[config.mk]
export PLATFORM = sky130hd
export DESIGN_NAME = mem_req_initiator
export DESIGN_NICKNAME = d
export VERILOG_FILES = /design/src/rtl/mem_req_initiator.sv
export SDC_FILE = /design/constraint.sdc
export NUM_CORES = 1
export LEC_CHECK = 0
export CAP_MARGIN = 20
export CORE_AREA = 4 4 180 182
export CTS_CLUSTER_DIAMETER = 80
export DETAILED_ROUTE_END_ITERATION = 10
export DIE_AREA = 0 0 184 186
export SLEW_MARGIN = 5
export SYNTH_ARGS = -nofsm -noshare
export SYNTH_HDL_FRONTEND = slang
export SYNTH_SLANG_ARGS = --single-unit
[constraint.sdc]
create_clock -name clk -period 4.82 [get_ports clk]
set_clock_uncertainty 0.2 [all_clocks]
set_input_delay 0.723 -clock clk [delete_from_list [all_inputs] [get_ports clk]]
set_output_delay 0.723 -clock clk [all_outputs]
set_load 0.01 [all_outputs]
[src/rtl/mem_req_initiator.sv]
// mem_req_initiator: data-memory initiator for the Y86-64 memory stage.
// Decodes icode/valA/valE/valP on an accepted start and issues one valid/ready
// request to a multi-cycle memory. It then waits for the response and returns
// valM/mem_err with a one-cycle done pulse.
// Ports:
//   clk, rst                  clock, synchronous active-high reset
//   start, icode, valA/E/P    operation launch and operands (sampled on start)
//   busy, done, valM, mem_err operation status and result
//   req_valid/ready/we/addr/wdata  request channel to memory
//   rsp_valid, rsp_rdata      response channel (write ack or read data)
module mem_req_initiator #(
   parameter logic [63:0] ADDR_LIMIT = 64'd1023,
   parameter int unsigned TIMEOUT    = 255
) (
   input  logic        clk,
   input  logic        rst,
   input  logic        start,
   input  logic [3:0]  icode,
   input  logic [63:0] valA,
   input  logic [63:0] valE,
   input  logic [63:0] valP,
   output logic        busy,
   output logic        done,
   output logic [63:0] valM,
   output logic        mem_err,
   output logic        req_valid,
   input  logic        req_ready,
   output logic        req_we,
   output logic [63:0] req_addr,
   output logic [63:0] req_wdata,
   input  logic        rsp_valid,
   input  logic [63:0] rsp_rdata
);

   localparam int unsigned CNT_W = (TIMEOUT < 2) ? 1 : $clog2(TIMEOUT + 1);
   // Count value in the last REQ/WAIT cycle; the edge ending it moves to DONE.
   localparam logic [CNT_W-1:0] CNT_TC = CNT_W'(TIMEOUT - 1);

   typedef enum logic [1:0] {S_IDLE, S_REQ, S_WAIT, S_DONE} state_t;

   state_t           state;
   logic [CNT_W-1:0] cnt;

   logic        dec_acc;
   logic        dec_we;
   logic [63:0] dec_addr;
   logic [63:0] dec_data;

   // Memory-access decode of the incoming operation.
   always_comb begin
      dec_acc  = 1'b0;
      dec_we   = 1'b0;
      dec_addr = valE;
      dec_data = valA;
      case (icode)
         4'h4, 4'hA: begin dec_acc = 1'b1; dec_we = 1'b1; end
         4'h8:       begin dec_acc = 1'b1; dec_we = 1'b1; dec_data = valP; end
         4'h5:       dec_acc = 1'b1;
         4'h9, 4'hB: begin dec_acc = 1'b1; dec_addr = valA; end
         default:    dec_acc = 1'b0;
      endcase
   end

   // Control FSM with registered outputs.
   always_ff @(posedge clk) begin
      if (rst) begin
         state     <= S_IDLE;
         cnt       <= '0;
         busy      <= 1'b0;
         done      <= 1'b0;
         valM      <= '0;
         mem_err   <= 1'b0;
         req_valid <= 1'b0;
         req_we    <= 1'b0;
         req_addr  <= '0;
         req_wdata <= '0;
      end else begin
         done <= 1'b0;
         case (state)
            S_IDLE: begin
               if (start) begin
                  cnt       <= '0;
                  busy      <= 1'b1;
                  req_we    <= dec_we;
                  req_addr  <= dec_addr;
                  req_wdata <= dec_data;
                  if (!dec_acc) begin
                     state   <= S_DONE;
                     done    <= 1'b1;
                     mem_err <= 1'b0;
                  end else if (dec_addr > ADDR_LIMIT) begin
                     state   <= S_DONE;
                     done    <= 1'b1;
                     mem_err <= 1'b1;
                  end else begin
                     state     <= S_REQ;
                     req_valid <= 1'b1;
                  end
               end
            end
            S_REQ: begin
               cnt <= cnt + CNT_W'(1);
               if (cnt == CNT_TC) begin
                  state     <= S_DONE;
                  done      <= 1'b1;
                  mem_err   <= 1'b1;
                  req_valid <= 1'b0;
               end else if (req_ready) begin
                  state     <= S_WAIT;
                  req_valid <= 1'b0;
               end
            end
            S_WAIT: begin
               cnt <= cnt + CNT_W'(1);
               // A response in the terminal-count cycle still completes normally.
               if (rsp_valid) begin
                  state   <= S_DONE;
                  done    <= 1'b1;
                  mem_err <= 1'b0;
                  valM    <= req_we ? req_wdata : rsp_rdata;
               end else if (cnt == CNT_TC) begin
                  state   <= S_DONE;
                  done    <= 1'b1;
                  mem_err <= 1'b1;
               end
            end
            S_DONE: begin
               state <= S_IDLE;
               busy  <= 1'b0;
            end
            default: begin
               state     <= S_IDLE;
               busy      <= 1'b0;
               req_valid <= 1'b0;
            end
         endcase
      end
   end

endmodule

# == Word level (Yosys, flattened, before mapping) ==
# Cells that the tools add are included.
# word_totals
ff_bits,207
latch_bits,0
ram_bits,0
romBits,0
out_inout_bits,197
elab_cells,79
memories,0
# classes
addsub,1
mul,0
div_mod_pow,0
order_cmp,1
eq_ne,16
n_shift,0
mux,35
n_bitwise,0
reduce_logical,16
# op_table
operator,n
2-to-1 mux 64 bit,3
> comparator 64 x 10 -> 1 bit (second input constant),1
2-to-1 mux 1 bit,18
equality test 4 bit (second input constant),4
case mux 8 bit (2 select lines),1
2-to-1 mux 2 bit,7
!= test 3 bit (second input constant),3
adder 8 x 1 -> 8 bit (second input constant),1
equality test 4 x 3 -> 1 bit (second input constant),2
equality test 8 bit (second input constant),1
2-to-1 mux 8 bit,1
case mux 2 bit (4 select lines),1
AND reduction 2 bit,4
!= test 2 bit (second input constant),3
case mux 1 bit (3 select lines),2
AND reduction 3 bit,2
nonzero test 2 bit,3
OR reduction 6 bit,1
AND reduction 5 bit,1
equality test 2 bit (second input constant),2
case mux 1 bit (2 select lines),2
OR reduction 2 bit,2
nonzero test 3 bit,1
OR reduction 3 bit,1
2 further kinds,2

# == Logic depth before layout (Yosys ltp) ==
# Gate-level depths: netlist of run 1.
# depth
word_depth,8
depth_mapped,8

# == Least setup slack after synthesis of run 1 ==
# OpenSTA, ideal clock, no wires.
# synth_path
path_type,input to register
startpoint,input icode[2]
endpoint,register req_valid
setup_ns,0.069
t_arrival_ns,2.061
setup_slack_ns,2.491
stages,7
n_path_buf,1
path_cell_list,and3b_1 > buf_4 > nand3_2 > a222oi_1 > nand3_2 > or4_1 > o21ai_1
# synth_via
elab_chain_len,6
word_cells_on_any_way,14
classes_between,order compare (1); eq/ne (8); mux (2); reduce/logical (3)
# synth_lines
element,line,source
"start, declared",18,"input logic [3:0] icode,"
equality test 4 bit,55,case (icode)
OR reduction 2 bit,n/a,
2-to-1 mux 64 bit,55,
> comparator 64 x 10 -> 1 bit,91,end else if (dec_addr > ADDR_LIMIT) begin
!= test 2 bit (no line),n/a,
AND reduction 5 bit (no line) (*),n/a,
"end signal, assigned",73,req_valid <= 1'b0;
"end signal, assigned",97,req_valid <= 1'b1;
"end signal, assigned",107,req_valid <= 1'b0;
"end, declared",26,"output logic req_valid,"
# Every way passes the cells marked *; elsewhere a longest branch is shown, timed or not.
# A chain may end at the register's enable or synchronous reset.

# == Worst setup path in the final report of run 1 ==
# Ends and elaborated chain as after synthesis.

==> results of run 1 <==
[area by class of cell]
type	count	share of cell area
flip-flops and latches	207	0.276
inverters	7	0.00175
clock buffers	43	0.0542
well taps	396	0.0329
diodes	1	0.000166
clock inverters	2	0.000915
multi-input cells	762	0.319
repair buffers	473	0.315
[state kept, by name, summed over array words and instances (netlist names), 2 cells and up]
signal	flops
valM	64
req_wdata	64
req_addr	64
cnt	8
state	2
[synthesized netlist by cell type, drive strengths merged, types with 2 or more instances]
master  instances  share of area
inv             7         0.0028
nand3           5         0.0037
o21ai           6         0.0032
mux2i         128           0.14
a311oi         64          0.060
dfxtp         207           0.44
nor4           20          0.014
or3             2         0.0013
clkbuf         73          0.029
xor2            4         0.0037
o21a            2         0.0016
nor3b           2         0.0016
and2            2         0.0013
a211oi        132           0.11
nand4          11         0.0074
nor2          207          0.083
nand2b          3         0.0020
buf            22          0.012
ha              6         0.0080
nor2b           3         0.0020
nand2         133          0.053
nor3            8         0.0048
a21oi          10         0.0054
[placed cells by master, fill, tap and decap left out, types with 2 or more instances in the layout]
master           instances
a21oi_1                 10
nor2b_1                  2
clkbuf_16               27
nand2_1                133
nand3_1                  3
or3_1                    2
inv_1                    7
nand2b_1                 3
a311oi_1                64
nor4_1                  19
nand3_2                  2
clkdlybuf4s50_1        460
nor2_1                 207
buf_4                    9
nor3_1                   7
and2_4                   2
o21a_1                   2
nor3b_1                  2
clkbuf_8                 8
xor2_1                   4
ha_1                     6
buf_12                   3
clkbuf_1                 8
nand4_1                 11
o21ai_0                  5
a211oi_1               132
mux2i_1                128
dfxtp_1                206
[stage by stage]
stage	util	hold WS (ns)	total power, mW	instances
3_3_place_gp	0.465	0.269	5.02	1845
2_1_floorplan	-	0.258	3.65	1071
3_5_place_dp	0.465	0.281	5.05	1845
4_1_cts	0.492	0.295	6.98	1890
6_report	0.492	0.294	6.91	1891
5_1_grt	0.492	0.308	7.32	1891
[routing by layer]
layer | vias up | wire length [um] | track usage | share of wire
li1 | 4706 | - | - | -
met1 | 4586 | 18100 | 0.301 | 0.42
met2 | 379 | 20400 | 0.402 | 0.48
met3 | 72 | 3130 | 0.0518 | 0.073
met4 | 2 | 1230 | 0.0695 | 0.029
met5 | - | 12 | 0 | 0.00028
[power by group through the flow]
stage / Sequential [mW] / Clock, mW / Combinational [mW]
floorplan: 2.57 / 0 / 1.08
global placement: 2.45 / 0 / 2.57
detailed placement: 2.46 / 0 / 2.59
CTS: 2.43 / 1.95 / 2.60
global route: 2.48 / 2.03 / 2.81
finish: 2.42 / 1.90 / 2.58
[worst paths after layout]
check,startpoint,end,slack (ns),cells after the start
max,icode[2],req_valid,1.89,7
min,valM[47],valM[47],0.29,2
max reg2reg,state[1],req_addr[8],2.24,6
min reg2reg,valM[47],valM[47],0.29,2
[worst max-delay path: stages]
cell             delay [ns]
clkdlybuf4s50_1        0.47
and3b_4                0.64
nand3_2                0.11
a222oi_1               0.52
nand3_2                0.20
or4_1                  0.42
o21ai_1                0.08
[logic make-up after synthesis]
logic type | after synthesis
compound gates | 223
xor+xnor | 5
fa+ha+maj | 6
buf+inv | 102
flops | 207
mux | 128
simple gates | 400
==> results.md, run 1 <==
* Worst-Skew Late Latency at ~0.52 ns
* FFs w/ async S/R, synth at 0
* HPWL after DPL at roughly 33 mm
* Slew Viols, Final at 0
* Max Fclk at approximately 0.34 GHz
* Adder-cell area share of the yosys netlist at 0.00803
* Sw Pwr at around 2.3 mW
* Register area share after synthesis at 0.443
* Vias in the first global route at 9639
* Comb power frac at 0.373
* CTS tree: yes
* Fin crit share at 0.609
* Req. time, crit path at ~5.1 ns
* Syn_nets at about 1.3k
* Setup Fix Bufs, Post-CTS at 0
* Clock share of power at 0.276
* CP arrival at ~3.2 ns
* Placed inst area at around 14000 um2
* Cell variety after synth at 43
* Synthesized area per cell at just under 9 um2
* DRT iter0 DRCs at 620
* Root Driver: clkbuf_16
* Final setup fails at 0
* Synth Cell Area at between 9000 and 10000 um2
* Seq pwr share at 0.351
* GRT Total Usage at 0.236
* Gr ovfl total at 0
* Final WL at between 40 and 50 mm
* RSZ-0062 raised after global routing: no
* Resized cells post-CTS at 0
* Initial core utilization at 0.306
* Synth Warn # at 0
* Area of the multi-input gates at roughly 4800 um2
* TritonRoute pass-1 iters at 5
* I/O pins at about 460
* Longest Clk Path Bufs at 3
* Max-cap violations at 0
* Buffers added on ports at 461
* Nature of the critical path startpoint: input pin
* First-pass GRT wire length at roughly 62 mm
* Mux cell area share after synthesis at 0.137
* Clock-pin slew on the worst setup and hold paths at about 0.060 ns
* P_leak at about 5 nW
* PD cells at about 460 nW/um2
* Slew @ Worst Pin at about 0.90 ns
* Max FO, Critical Path at 34
* Endpoint type of the worst setup path: flop
* Min setup slack post-route at roughly 1.9 ns
* Via density at approximately 5
* Core area at just over 30000 um2
* H-tree depth at 1
* Full die area at between 30000 and 40000 um2
* Die Y at 186 um
* Via count at approximately 9.7k
* Fin. Hold Viols at 0
* Seq cells post-synth at between 200 and 250
* Period minus WS final at 2.93 ns
* Site Rows at between 60 and 70
* FILL cells at between 2k and 3k
* TritonCTS Sinks at 207
* Layout cells sized above 1 at 0.0395
* ANT nets after route at 0
* CTS buffer count at 26
* Status: finished, final reports clean
* Post-synthesis xor/xnor area fraction at 0.00469
* Int Pwr at between 4 and 5 mW
* CTS Hold Bufs at 0
* Syn Inst Count at 1071
* Largest family of logic cells by synthesized area: compound AO/OA/AOI/OAI gates
* DP Worst Slack at roughly 1.3 ns
* Relative slew slack at 0.397
* Synth Area in Compound Gates at 0.184
* HP Class: flop to flop
* Initial antenna violation count at 2
* Die width at ~180 um
* Remaining DRCs at 0
* GPL Wtd Cong at 0.861
* Routed WL per cell at approximately 23 um
* Design area at around 15000 um2
* Largest net degree at the start of global routing at 83
* Worst vdd ir at ~0.22 mV
* Kind of critical path: input pin to flop
* Setup TNS at 0 ns
* Post-Synth Simple-Gate Area at 0.178
* Register Area at roughly 4100 um2
* EDFF count, synth at 0
* Layout Nets at between 1.5k and 2k
* Most used DFF post-synth: dfxtp_1
* Area grow syn2layout at 61.0%
* Sw Share at 0.338
Note: power is estimated with default switching activity, not from simulation.
==> inputs of run 2 (changes only) <==
Settings changed: CORE_AREA 4 4 180 182 to 4 4 179 181, DIE_AREA 0 0 184 186 to 0 0 183 185, PLACE_DENSITY from default to 0.66.
Clock period 4.82 ns to 2.4 ns, I/O delays scaled along.
==> results.md, run 2 (synthesis gave the netlist of run 1 again) <==
* Register Area at 4150 um2 (unchanged)
* Via count at 10.2k (+4.3%)
* Final setup fails at 0 (unchanged)
* I/O pins at 462 (unchanged)
* HPWL after DPL at 34.7 mm (+6.3%)
* Full die area at 33900 um2 (-1.1%)
* CTS buffer count at 25 (-3.8%)
* Die Y at 185 um (-0.54%)
* Max Fclk at between 0.4 and 0.5 GHz
* Vias in the first global route at 9957 (+3.3%)
* Fin crit share at 0.955
* Relative slew slack at 0.567 (+0.169)
* Biggest registers after layout: req_addr: 64 flops, req_wdata: 64 flops, valM: 64 flops
* Commonest non-fill, non-tap cell in the layout: clkdlybuf4s50_1
* DRT iter0 DRCs at 599 (-3.4%)
* Largest net degree at the start of global routing at 85 (+2.4%)
* H-tree depth at 1 (unchanged)
* Slew Viols, Final at 0 (unchanged)
* Longest Clk Path Bufs at 3 (unchanged)
* Die width at 183 um (-0.54%)
* Hold_ws at 0.0266 ns (-0.267 ns)
* Total power at 14.1 mW (+100%)
* Status: finished, final reports clean
* Worst vdd ir at 0.570 mV (+160%)
* GPL Wtd Cong at 0.886 (+3.0%)
* HP Class: input pin to flop
* Area of the multi-input gates at 4850 um2 (+0.94%)
* Core area at 30400 um2 (-0.52%)
* Via density at 5.10 (-1.0%)
* Setup Fix Bufs, Post-CTS at 0 (unchanged)
* Initial antenna violation count at 6 (+4)
* Period minus WS final at ~2.3 ns
* Routed WL per cell at 22.1 um (-3.0%)
* Initial core utilization at 0.307 (+0.00161)
* CP arrival at 2.53 ns (-0.66 ns)
* GRT Total Usage at 0.241 (+0.00500)
* Kind of critical path: input pin to flop
* Commonest non-fill, non-tap cells in the layout: clkdlybuf4s50_1, nor2_1, dfxtp_1
* Fin. Hold Viols at 0 (unchanged)
* Placed inst area at 15100 um2 (+6.5%)
* CTS tree: yes
* Buffers added on ports at 461 (unchanged)
* Site Rows at 64 (unchanged)
* Design area at 16000 um2 (+6.3%)
* Remaining DRCs at 0 (unchanged)
* Max-cap violations at 0 (unchanged)
* Final Instance Count excl. Fillers at 1992 (+5.3%)
* Layout Nets at 1850 (+5.8%)
* Clock-pin slew on the worst setup and hold paths at 0.06 ns (about the same)
* Final WL at 43.9 mm (+2.2%)
* Endpoint type of the worst setup path: flop
* Area grow syn2layout at 71.2%
* Slew @ Worst Pin at 0.650 ns (-0.254 ns)
* ANT nets after route at 0 (unchanged)
* Worst-Skew Late Latency at 0.50 ns (-0.02 ns)
* Req. time, crit path at 2.64 ns (-2.44 ns)
* First-pass GRT wire length at 63.0 mm (+1.5%)
* TritonRoute pass-1 iters at 5 (unchanged)
* Nature of the critical path startpoint: input pin
* Layout cells sized above 1 at 0.103 (+0.0635)
* P_leak at 5.73 nW (+12%)
* Gr ovfl total at 0 (unchanged)
* Setup TNS at 0 ns (unchanged)
* Max FO, Critical Path at 6 (-82%)
* TritonCTS Sinks at 207 (unchanged)
* PD cells at 880 nW/um2 (+92%)
* Placed cells at 1948 (+5.6%)
* FILL cells at 2788 (-5.9%)
* Root Driver: clkbuf_16
* CTS Hold Bufs at 0 (unchanged)
-- run 2: cell types whose count changed in the layout (fill, tap and decap cells not counted), sizes merged --
cell / change
buf: +103
clkbuf: -9
clkdlybuf4s50: -7
inv: -1
dlymetal6s2s: +7
bufinv: +3
clkinv: +3
diode: +2
-- run 2: area by class of cell --
cell class,count,share of cell area
Antenna cell,3,0.000469
Clock buffer,34,0.0425
Clock inverter,7,0.00688
Inverter,7,0.00164
Multi-Input combinational cell,762,0.303
Sequential cell,207,0.259
Tap cell,396,0.0310
Timing Repair Buffer,576,0.355
-- run 2: what timing repair did --
action | CTS | global route
hold endpoints to repair | 0 | 0
setup endpoints to repair | 4 | 2
pin swaps | 0 | 3
gates resized for setup | 3 | 11
-- run 2: stage by stage --
step | util | worst slack (ns)
finish | 0.526 | 0.109
global route | 0.526 | -0.0169
CTS | 0.524 | 0.00353
detailed placement | 0.497 | -0.728
global placement | 0.497 | -0.743
floorplan | - | 0.325
-- run 2: worst paths after layout --
check                 from           end  slack, ns  depth (start not counted)
setup reg to reg  state[1]        cnt[5]       0.29                          7
hold / removal    valE[21]  req_addr[21]       0.03                          3
setup / recovery  icode[2]     req_valid       0.11                          8
hold reg to reg       busy          busy       0.29                          2
-- run 2: power breakdown --
group          internal [mW]  switching, mW
combinational           2.83           2.64
sequential              4.27          0.601
clock                   2.28           1.45
total                   9.38           4.69
-- run 2: per-layer routing --
metal  wire, um  share of wire  global-route usage
met2      21000           0.48               0.409
met3       3430          0.078              0.0670
met1      18300           0.42               0.303
met4       1130          0.026              0.0641
met5         42        0.00096                   0
-- run 2: worst max-delay path: stages --
cell             delay (ns)
clkdlybuf4s50_1        0.56
nor3b_1                0.28
o21bai_1               0.19
a222oi_1               0.34
buf_4                  0.18
nand3_2                0.12
or4_1                  0.42
o21ai_1                0.08
